<file path="src/rtl/systolic_scheduler.sv">
// Sequencing controller for systolic_array: packs job operand pairs into lane batches,
// fires the array with an active-lane mask, then streams the captured products in lane order.
module systolic_scheduler #(
    parameter int DATA_WIDTH = 16,
    parameter int NUM_UNITS  = 16,
    parameter int LEN_W      = 16,
    parameter int TIMEOUT    = 1024
) (
    input  logic                            clk,
    input  logic                            reset,
    input  logic                            job_valid,
    input  logic [LEN_W-1:0]                job_len,
    output logic                            job_ready,
    input  logic                            in_valid,
    input  logic [DATA_WIDTH-1:0]           in_a,
    input  logic [DATA_WIDTH-1:0]           in_b,
    output logic                            in_ready,
    output logic                            arr_start,
    output logic [NUM_UNITS-1:0]            arr_active,
    output logic [NUM_UNITS*DATA_WIDTH-1:0] arr_a,
    output logic [NUM_UNITS*DATA_WIDTH-1:0] arr_b,
    input  logic [NUM_UNITS*DATA_WIDTH-1:0] arr_result,
    input  logic [NUM_UNITS-1:0]            arr_ready,
    output logic                            out_valid,
    output logic [DATA_WIDTH-1:0]           out_data,
    output logic                            out_last,
    input  logic                            out_ready,
    output logic                            done,
    output logic                            err_timeout
);

    localparam int LANE_W = (NUM_UNITS > 1) ? $clog2(NUM_UNITS) : 1;
    localparam int WAIT_W = $clog2(TIMEOUT + 1);

    typedef enum logic [2:0] {IDLE, FILL, ISSUE, WAIT, DRAIN} state_t;
    typedef logic [NUM_UNITS-1:0][DATA_WIDTH-1:0] lanes_t;

    state_t              state_q, state_d;
    logic [LEN_W-1:0]    remaining_q, remaining_d;
    logic [LANE_W-1:0]   last_q, last_d;
    logic [LANE_W-1:0]   lane_q, lane_d;
    logic [WAIT_W-1:0]   wait_q, wait_d;
    lanes_t              a_q, a_d, b_q, b_d, res_q, res_d;
    logic [NUM_UNITS-1:0] active_q, active_d;
    logic                done_q, done_d, err_q, err_d;

    // Index of the final lane in a batch: min(NUM_UNITS, n) - 1, with n > 0.
    function automatic logic [LANE_W-1:0] batch_last(input logic [LEN_W-1:0] n);
        if (n >= LEN_W'(NUM_UNITS)) return LANE_W'(NUM_UNITS - 1);
        return LANE_W'(n - LEN_W'(1));
    endfunction

    function automatic logic [NUM_UNITS-1:0] lane_mask(input logic [LANE_W-1:0] last);
        logic [NUM_UNITS-1:0] m;
        for (int i = 0; i < NUM_UNITS; i++) m[i] = (i <= int'(last));
        return m;
    endfunction

    always_comb begin
        state_d     = state_q;
        remaining_d = remaining_q;
        last_d      = last_q;
        lane_d      = lane_q;
        wait_d      = wait_q;
        a_d         = a_q;
        b_d         = b_q;
        res_d       = res_q;
        active_d    = active_q;
        done_d      = 1'b0;
        err_d       = 1'b0;
        job_ready   = 1'b0;
        in_ready    = 1'b0;
        arr_start   = 1'b0;
        out_valid   = 1'b0;
        out_last    = 1'b0;
        out_data    = '0;

        case (state_q)
            IDLE: begin
                job_ready = 1'b1;
                lane_d    = '0;
                wait_d    = '0;
                if (job_valid) begin
                    if (job_len == '0) begin
                        done_d = 1'b1;
                    end else begin
                        remaining_d = job_len;
                        last_d      = batch_last(job_len);
                        state_d     = FILL;
                    end
                end
            end
            FILL: begin
                in_ready = 1'b1;
                if (in_valid) begin
                    a_d[lane_q] = in_a;
                    b_d[lane_q] = in_b;
                    if (lane_q == last_q) begin
                        lane_d      = '0;
                        remaining_d = remaining_q - LEN_W'(last_q) - LEN_W'(1);
                        active_d    = lane_mask(last_q);
                        state_d     = ISSUE;
                    end else begin
                        lane_d = lane_q + LANE_W'(1);
                    end
                end
            end
            ISSUE: begin
                arr_start = 1'b1;
                wait_d    = '0;
                state_d   = WAIT;
            end
            WAIT: begin
                // Ready seen in the first WAIT cycle may still belong to the previous batch.
                if (wait_q != '0 && (arr_ready & active_q) == active_q) begin
                    res_d   = arr_result;
                    state_d = DRAIN;
                end else if (wait_q == WAIT_W'(TIMEOUT - 1)) begin
                    err_d       = 1'b1;
                    remaining_d = '0;
                    active_d    = '0;
                    a_d         = '0;
                    b_d         = '0;
                    state_d     = IDLE;
                end else begin
                    wait_d = wait_q + WAIT_W'(1);
                end
            end
            DRAIN: begin
                out_valid = 1'b1;
                out_data  = res_q[lane_q];
                out_last  = (lane_q == last_q) && (remaining_q == '0);
                if (out_ready) begin
                    if (lane_q == last_q) begin
                        lane_d   = '0;
                        active_d = '0;
                        a_d      = '0;
                        b_d      = '0;
                        if (remaining_q != '0) begin
                            last_d  = batch_last(remaining_q);
                            state_d = FILL;
                        end else begin
                            done_d  = 1'b1;
                            state_d = IDLE;
                        end
                    end else begin
                        lane_d = lane_q + LANE_W'(1);
                    end
                end
            end
            default: state_d = IDLE;
        endcase
    end

    always_ff @(posedge clk or negedge reset) begin
        if (!reset) begin
            state_q     <= IDLE;
            remaining_q <= '0;
            last_q      <= '0;
            lane_q      <= '0;
            wait_q      <= '0;
            a_q         <= '0;
            b_q         <= '0;
            res_q       <= '0;
            active_q    <= '0;
            done_q      <= 1'b0;
            err_q       <= 1'b0;
        end else begin
            state_q     <= state_d;
            remaining_q <= remaining_d;
            last_q      <= last_d;
            lane_q      <= lane_d;
            wait_q      <= wait_d;
            a_q         <= a_d;
            b_q         <= b_d;
            res_q       <= res_d;
            active_q    <= active_d;
            done_q      <= done_d;
            err_q       <= err_d;
        end
    end

    assign arr_active  = active_q;
    assign arr_a       = a_q;
    assign arr_b       = b_q;
    assign done        = done_q;
    assign err_timeout = err_q;

endmodule
</file>
<file path="config.mk">
export PLATFORM = sky130hd
export DESIGN_NAME = systolic_scheduler
export DESIGN_NICKNAME = d
export VERILOG_FILES = /design/src/rtl/systolic_scheduler.sv
export SDC_FILE = /design/constraint.sdc
export NUM_CORES = 1
export LEC_CHECK = 0
export CORE_AREA = 2 2 341 343
export CTS_BUF_LIST = sky130_fd_sc_hd__clkbuf_8
export DETAILED_ROUTE_END_ITERATION = 8
export DIE_AREA = 0 0 343 345
export DONT_BUFFER_PORTS = 1
export SYNTH_ARGS = -nofsm -noshare
export SYNTH_HDL_FRONTEND = slang
export SYNTH_SLANG_ARGS = --single-unit
</file>
<file path="constraint.sdc">
create_clock -name clk -period 5.6 [get_ports clk]
set_input_delay 0.84 -clock clk [delete_from_list [all_inputs] [get_ports clk]]
set_output_delay 0.84 -clock clk [all_outputs]
set_load 0.02 [all_outputs]
</file>
==> results by group, run 1 <==
STA
  – RSZ-0062 raised after global routing: no
  – Highest clock rate: 225.4 MHz
  – Total negative slack: 0 ps
  – Slew @ Worst Pin: 1305 ps
  – Final hold vios: 0
  – Fin. max-slew vios: 0
  – Final count of negative-setup-slack endpoints: 0
  – Rel. slew slack: 12.77%
  – Post-layout min period: 4437 ps
  – Clk_skew: 42.77 ps
  – Final worst path period share: 79.23%

Worst setup path
  – Critical path, cell by cell: buf_4 -> mux4_2 -> mux4_2 -> and2_1
  – Slowest stage delay, CP: 750 ps
  – CP endpoint kind: output port
  – CP max-delay cell: buf_4
  – Max FO, Critical Path: 54
  – CP Data Required Time: 4760 ps
  – Crit path arrival time: 3600 ps
  – Worst R2R Setup Slack: 1760 ps
  – WS Path Type: reg -> out
  – Startpoint types: flip-flop
  – CP most frequent cell: mux4_2

Clock tree
  – Postcts setup bufs: 0
  – Clock transition at path regs: 60 ps
  – H-tree depth: 4
  – CTS tree: done
  – Clk_lat worst skew: 870 ps
  – Root Buffer: clkbuf_8
  – TritonCTS Sinks: 824
  – Clock Tree Buf Depth: 3
  – CTS Buf Count: 140

Layout
  – Layout area overhead: 17.79%
  – Layout cell share with drive strength beyond 1: 12.31%
  – Final #Nets: 3323
  – Fin cells: 4621

Die
  – Die width: 343 um
  – Area of the core: 115100 um2
  – Die height: 345 um
  – Num ports: 876
  – Initial Util: 29.14%
  – Rows: 125
  – DIE AREA: 118300 um2

GRT
  – First-pass GRT wire length: 185.0 mm
  – GR Overflow Total: 0
  – Vias in the first global route: 25130
  – Largest net degree at the start of global routing: 825
  – Total track usage: 21.38%
  – Initial antenna violation count: 17

Synthesis
  – Register area share after synthesis: 61.47%
  – Number of flops mapped to enable cells by yosys: 0
  – Post-Syn Instances: 2852
  – Synth Flop Type: dfrtp_1
  – Synth Net Count: 3192
  – Flops & latches, synth: 824
  – Synth cell types: 55
  – Syn Std Cell Area: 33540 um2
  – Async SR Flop Fraction: 100.0%
  – Syn avg cell area: 11.76 um2
  – Syn. warnings: 0

Routing
  – Antenna viol nets, final: 0
  – Drt drc: 0
  – Initial DRT Pass Iterations: 5
  – Drt initial violations: 2054
  – Detailed Route WL: 129.6 mm
  – Wire per inst: 28.05 um
  – Vias/cell: 5.338
  – Via Count: 24670

Power and ir drop
  – Leakage: 18.43 nW
  – Power per cell area: 435.7 nW/um2
  – Worst VDD drop: 0.0002256 V

Min path
  – Hold Crit Class: in -> async

Job
  – Max-Cap Viols: 0

Placement
  – Gpl congestion: 0.8632
  – Port bufs: 0
  – Post-Place Cells: 4192
  – DP HPWL: 87.71 mm

Outcome
  – Status: finished, final reports clean
==> cell type report <==
class | count | area [um2]
sequential | 824 | 20630
clock buffer | 172 | 2367
antenna | 11 | 27.53
multi-input combinational | 1757 | 11740
fill | 11410 | 75600
inverter | 34 | 127.6
clock inverter | 73 | 462.9
timing repair buffer | 226 | 2247
tap | 1524 | 1907
==> cells in the final DEF (no fill, tap or decap), types with 7 or more instances in the layout <==
cell	instances
nand2_1	854
dfrtp_1	820
o2bb2ai_1	520
clkbuf_8	172
dlygate4sd3_1	168
inv_1	80
mux4_2	80
buf_4	50
nor2_1	27
a21oi_1	25
o21ai_0	24
nand3_1	19
and2_1	16
nand4_1	16
ha_1	14
nor3_1	12
diode_2	11
o31ai_1	11
nand4_2	10
mux2i_1	10
nand2b_1	9
nand2_2	8
nor4_1	7
mux2_1	7
mux2_2	7
clkinv_2	7
==> power breakdown <==
part / internal (mW) / switching [mW] / leakage, nW / total [mW]
registers: 6.66 / 1.52 / 11.3 / 8.18
clock network: 2.90 / 2.61 / 1.61 / 5.50
logic: 1.17 / 2.36 / 5.56 / 3.53
total: 10.7 / 6.49 / 18.4 / 17.2
==> worst max-delay path, delay by kind of cell (launching register included) <==
family	cells	cell delay [ps]
buffers and inverters	1	750
multiplexers	2	1010
AND/OR/NAND/NOR	1	310
flip-flops	1	600
==> cell usage after synthesis, drive strengths merged (5+ instances only) <==
master | instances | area (um2)
nand2 | 862 | 3236
dfrtp | 824 | 20620
o2bb2ai | 520 | 4554
clkbuf | 121 | 454.2
buf | 116 | 651.9
mux4 | 80 | 1802
inv | 34 | 127.6
nor2 | 29 | 116.4
nand4 | 27 | 237.7
a21oi | 25 | 125.1
o21ai | 25 | 125.1
nand3 | 21 | 105.1
and2 | 17 | 106.4
ha | 14 | 175.2
mux2 | 14 | 157.7
nor3 | 13 | 65.06
o31ai | 11 | 82.58
mux2i | 10 | 100.1
nand2b | 9 | 56.30
nor4 | 8 | 65.06
a22o | 6 | 52.55
a22oi | 6 | 45.04
o22ai | 6 | 37.54
nor2b | 5 | 31.28
or3 | 5 | 31.28
or4 | 5 | 37.54
xnor2 | 5 | 43.79
xor2 | 5 | 43.79
==> layer usage <==
| layer | GRT usage, % | routed length [um] | vias to the layer above |
|---|---|---|---|
| met3 | 8.069 | 14280 | 311 |
| met4 | 9.812 | 5906 | 4 |
| met1 | 25.83 | 49080 | 12530 |
| li1 | - | - | 10430 |
| met5 | 0 | 22 | - |
| met2 | 33.70 | 60330 | 1388 |
==> what timing repair did <==
item,CTS,global route
endpoints found under the setup margin,0,0
resized for setup,0,0
hold endpoints to repair,991,23
hold buffers,167,2
==> stage by stage <==
| stage | hold WS [ps] | instance area [um2] | power (mW) | setup WS (ps) | utilization, % |
|---|---|---|---|---|---|
| floorplan | 440.3 | 33540 | 10.18 | 2385 | - |
| global placement | 453.4 | 34840 | 11.51 | 1810 | 30.27 |
| detailed placement | 457.2 | 34840 | 11.55 | 1783 | 30.27 |
| CTS | -413.2 | 39340 | 17.17 | 1039 | 34.18 |
| global route | 60.55 | 39500 | 17.91 | 1031 | 34.32 |
| finish | 75.42 | 39510 | 17.21 | 1163 | 34.32 |
==> registers in the layout, indices dropped and copies added (netlist names) <==
register	count
arr_a	256
arr_active	16
arr_b	256
done	1
err_timeout	1
lane_q	4
last_q	4
remaining_q	16
res_q	256
state_q	3
wait_q	11
==> worst paths after layout <==
kind | startpoint | endpoint | cells past startpoint
setup / recovery | lane_q[1] | out_data[15] | 4
hold / removal | reset | arr_b[227] | 1
setup reg to reg | state_q[2] | arr_a[157] | 6
hold reg to reg | res_q[157] | res_q[157] | 2
max in group asynchronous | reset | arr_a[130] | 3
min in group clk | arr_result[12] | res_q[12] | 2
==> cells by family after synthesis <==
group                    count (synthesis)  synth area share, %
adder cells (fa/ha/maj)                 15               0.5819
flip-flops                             824                61.47
XOR/XNOR                                10               0.2611
multiplexers                           104                6.140
AO/OA/AOI/OAI                          616                15.45
buffers and inverters                  271                3.678
AND/OR/NAND/NOR                       1012                12.42
(Power assumes the default switching activity.)
==> inputs of run 2 (changes only) <==
Settings changed: ABC_AREA set to 1.
Clock period 5.6 ns to 3.94 ns, I/O delays scaled along.
==> results by group, run 2 <==
Outcome
  – Status: finished, final reports clean

Worst setup path
  – Worst R2R Setup Slack: 510 ps (-1250 ps)
  – Startpoint types: flip-flop
  – CP most frequent cell: nand2_1
  – CP Data Required Time: 3350 ps (-1410 ps)
  – Critical path, cell by cell: inv_6 -> buf_4 -> o21ai_0 -> nand2_1 -> nand2_1 -> nand2_1 -> inv_1 -> a31oi_1
  – Max FO, Critical Path: 42 (-22%)
  – Slowest stage delay, CP: 620 ps (-130 ps)
  – CP max-delay cell: dfrtp_4
  – CP endpoint kind: output port
  – WS Path Type: reg -> out
  – Crit path arrival time: 3110 ps (-490 ps)

Power and ir drop
  – Leakage: 23.48 nW (+27%)
  – Worst VDD drop: 0.0003795 V (+68%)
  – Power per cell area: 722.0 nW/um2 (+66%)

Layout
  – Layout area overhead: 18.98%
  – Leading cell type in the layout, fill and taps excluded: nand2_1
  – Register Area: 20630 um2 (about the same)
  – Final #Nets: 5093 (+53%)
  – Layout cell share with drive strength beyond 1: 8.229% (-4.1 points)
  – Fillers: 11660 (+2.3%)
  – Design Area, Final: 44870 um2 (+14%)
  – Multi-input gate area: 14470 um2 (+23%)
  – Most frequent cells in the layout: nand2_1 (1906), dfrtp_1 (822), nand4_1 (536), o21ai_0 (301), inv_1 (291)

Die
  – DIE AREA: 118300 um2 (unchanged)
  – Num ports: 876 (unchanged)
  – Area of the core: 115100 um2 (unchanged)
  – Rows: 125 (unchanged)
  – Die width: 343 um (unchanged)
  – Die height: 345 um (unchanged)
  – Initial Util: 32.77% (+3.6 points)

GRT
  – Total track usage: 25.60% (+4.2 points)
  – Largest net degree at the start of global routing: 825 (unchanged)
  – First-pass GRT wire length: 227.5 mm (+23%)
  – Vias in the first global route: 33250 (+32%)
  – GR Overflow Total: 0 (unchanged)
  – Initial antenna violation count: 13 (-4)

STA
  – Total negative slack: 0 ps (unchanged)
  – Slew @ Worst Pin: 1351 ps (+45.54 ps)
  – Final count of negative-setup-slack endpoints: 0 (unchanged)
  – Post-layout min period: 3702 ps
  – Fin. max-slew vios: 0 (unchanged)
  – RSZ-0062 raised after global routing: no
  – Final Worst Setup Slack: 238.3 ps (-925.0 ps)
  – Rel. slew slack: 9.846% (-2.9 points)
  – Clk_skew: 76.64 ps (+33.87 ps)
  – Final worst path period share: 93.95%
  – Highest clock rate: 270.1 MHz
  – Final hold vios: 0 (unchanged)

Synthesis
  – Async SR Flop Fraction: 100.0% (unchanged)
  – Post-Syn Instances: 4603 (+61%)
  – Flops & latches, synth: 824 (unchanged)
  – Synth Flop Type: dfrtp_1
  – Syn. warnings: 0 (unchanged)
  – Synth cell types: 40 (-27%)
  – Leading area contributor after synthesis: dfrtp_1
  – Syn Std Cell Area: 37720 um2 (+12%)
  – Commonest cells in the netlist: nand2_1 (1906), dfrtp_1 (824), nand4_1 (536)
  – Synth top area share: 54.67% (-6.8 points)
  – Number of flops mapped to enable cells by yosys: 0 (unchanged)
  – Most frequent cell after synthesis: nand2_1
  – Synth Net Count: 4943 (+55%)
  – Synth area leaders: dfrtp_1 (55%), nand2_1 (19%), nand4_1 (8.9%)
  – Register area share after synthesis: 54.67% (-6.8 points)
  – Syn avg cell area: 8.194 um2 (-30%)

Routing
  – Detailed Route WL: 156.5 mm (+21%)
  – Antenna viol nets, final: 0 (unchanged)
  – Via Count: 34460 (+40%)
  – Initial DRT Pass Iterations: 6 (+1)
  – Wire per inst: 24.46 um (-13%)
  – Drt initial violations: 3622 (+76%)
  – Vias/cell: 5.385 (+0.89%)
  – Drt drc: 0 (unchanged)

Placement
  – DP Area: 38950 um2 (+12%)
  – Gpl congestion: 0.8885 (+2.9%)
  – Dpl ws: 403.3 ps (-1379 ps)
  – Port bufs: 0 (unchanged)
  – DP HPWL: 102.9 mm (+17%)

Clock tree
  – TritonCTS Sinks: 824 (unchanged)
  – H-tree depth: 4 (unchanged)
  – Clk_lat worst skew: 880 ps (about the same)
  – Clock transition at path regs: 70 ps (about the same)
  – Clock Tree Buf Depth: 3 (unchanged)
  – CTS tree: done
  – CTS Buf Count: 143 (+2.1%)
  – Root Buffer: clkbuf_8

Min path
  – Hold Crit Class: in -> reg

Job
  – Max-Cap Viols: 0 (unchanged)
run 2: cell types whose count changed in the layout (fill, tap and decap cells not counted), sizes merged, moves of 17 or more:
cell | before | now
dlygate4sd3 | 168 | 276
buf | 58 | 101
nor2 | 29 | 123
nand3 | 21 | 57
mux4 | 80 | 0
nand4 | 27 | 536
o21ai | 25 | 308
nand2 | 862 | 1909
and2 | 17 | 0
a21oi | 25 | 140
o2bb2ai | 520 | 0
inv | 89 | 318
a31oi | 3 | 21
run 2: stage by stage:
stage	hold slack, ps	power [mW]	utilization, %	cells
3_5_place_dp	322.4	23.66	33.84	5851
6_report	137.2	32.40	38.98	6399
3_3_place_gp	327.2	23.47	33.84	5851
4_1_cts	-624.9	32.19	38.82	6378
2_1_floorplan	295.4	19.81	-	4603
5_1_grt	111.1	34.20	38.98	6397
run 2: final timing paths:
check / to / depth (start not counted) / startpoint
max: out_data[14] / 8 / lane_q[0]
min: last_q[2] / 6 / job_len[2]
max reg2reg: arr_b[235] / 10 / arr_active[3]
min reg2reg: res_q[248] / 2 / res_q[248]
max in group asynchronous: arr_active[14] / 4 / reset
min in group asynchronous: arr_b[18] / 1 / reset
run 2: cell type report:
class | count | area share, %
flip-flops and latches | 824 | 45.97
well taps | 1524 | 4.249
repair buffers | 377 | 8.582
diodes | 14 | 0.07807
inverters | 261 | 2.214
clock buffers | 183 | 5.613
clock inverters | 70 | 1.054
multi-input cells | 3146 | 32.24
run 2: power by group:
part / switching, mW / internal (mW)
clock: 3.97 / 4.32
combinational: 7.89 / 2.81
sequential: 2.70 / 10.7
total: 14.6 / 17.8
run 2: cells by family after synthesis:
family                     synth area share [%]
and+or+nand+nor                           30.62
DFF                                       54.67
buffers and inverters                     7.448
AOI/OAI and AO/OA                         6.535
adders and majority gates                0.5175
xor gates and xnor gates                 0.2090
run 2: routing by layer:
layer / track usage, % / vias to the layer above / part of all wire, %
met4: 13.81 / 0 / 5.5
met5: 0 / - / 0
met1: 31.86 / 16760 / 39
met3: 7.876 / 396 / 10
met2: 39.58 / 1892 / 45
li1: - / 15420 / -
run 2: what timing repair did:
action | in CTS | in global routing
endpoints found under the setup margin | 2 | 1
gates resized for setup | 1 | 1
buffers inserted | 0 | 0
hold buffers | 274 | 3
hold endpoints to repair | 1098 | 32
run 2: worst max-delay path, delay by kind of cell (launching register included):
family,cells,cell delay (ps)
and+or+nand+nor,3,240
buffers and inverters,3,740
DFF,1,620
AOI/OAI and AO/OA,2,620
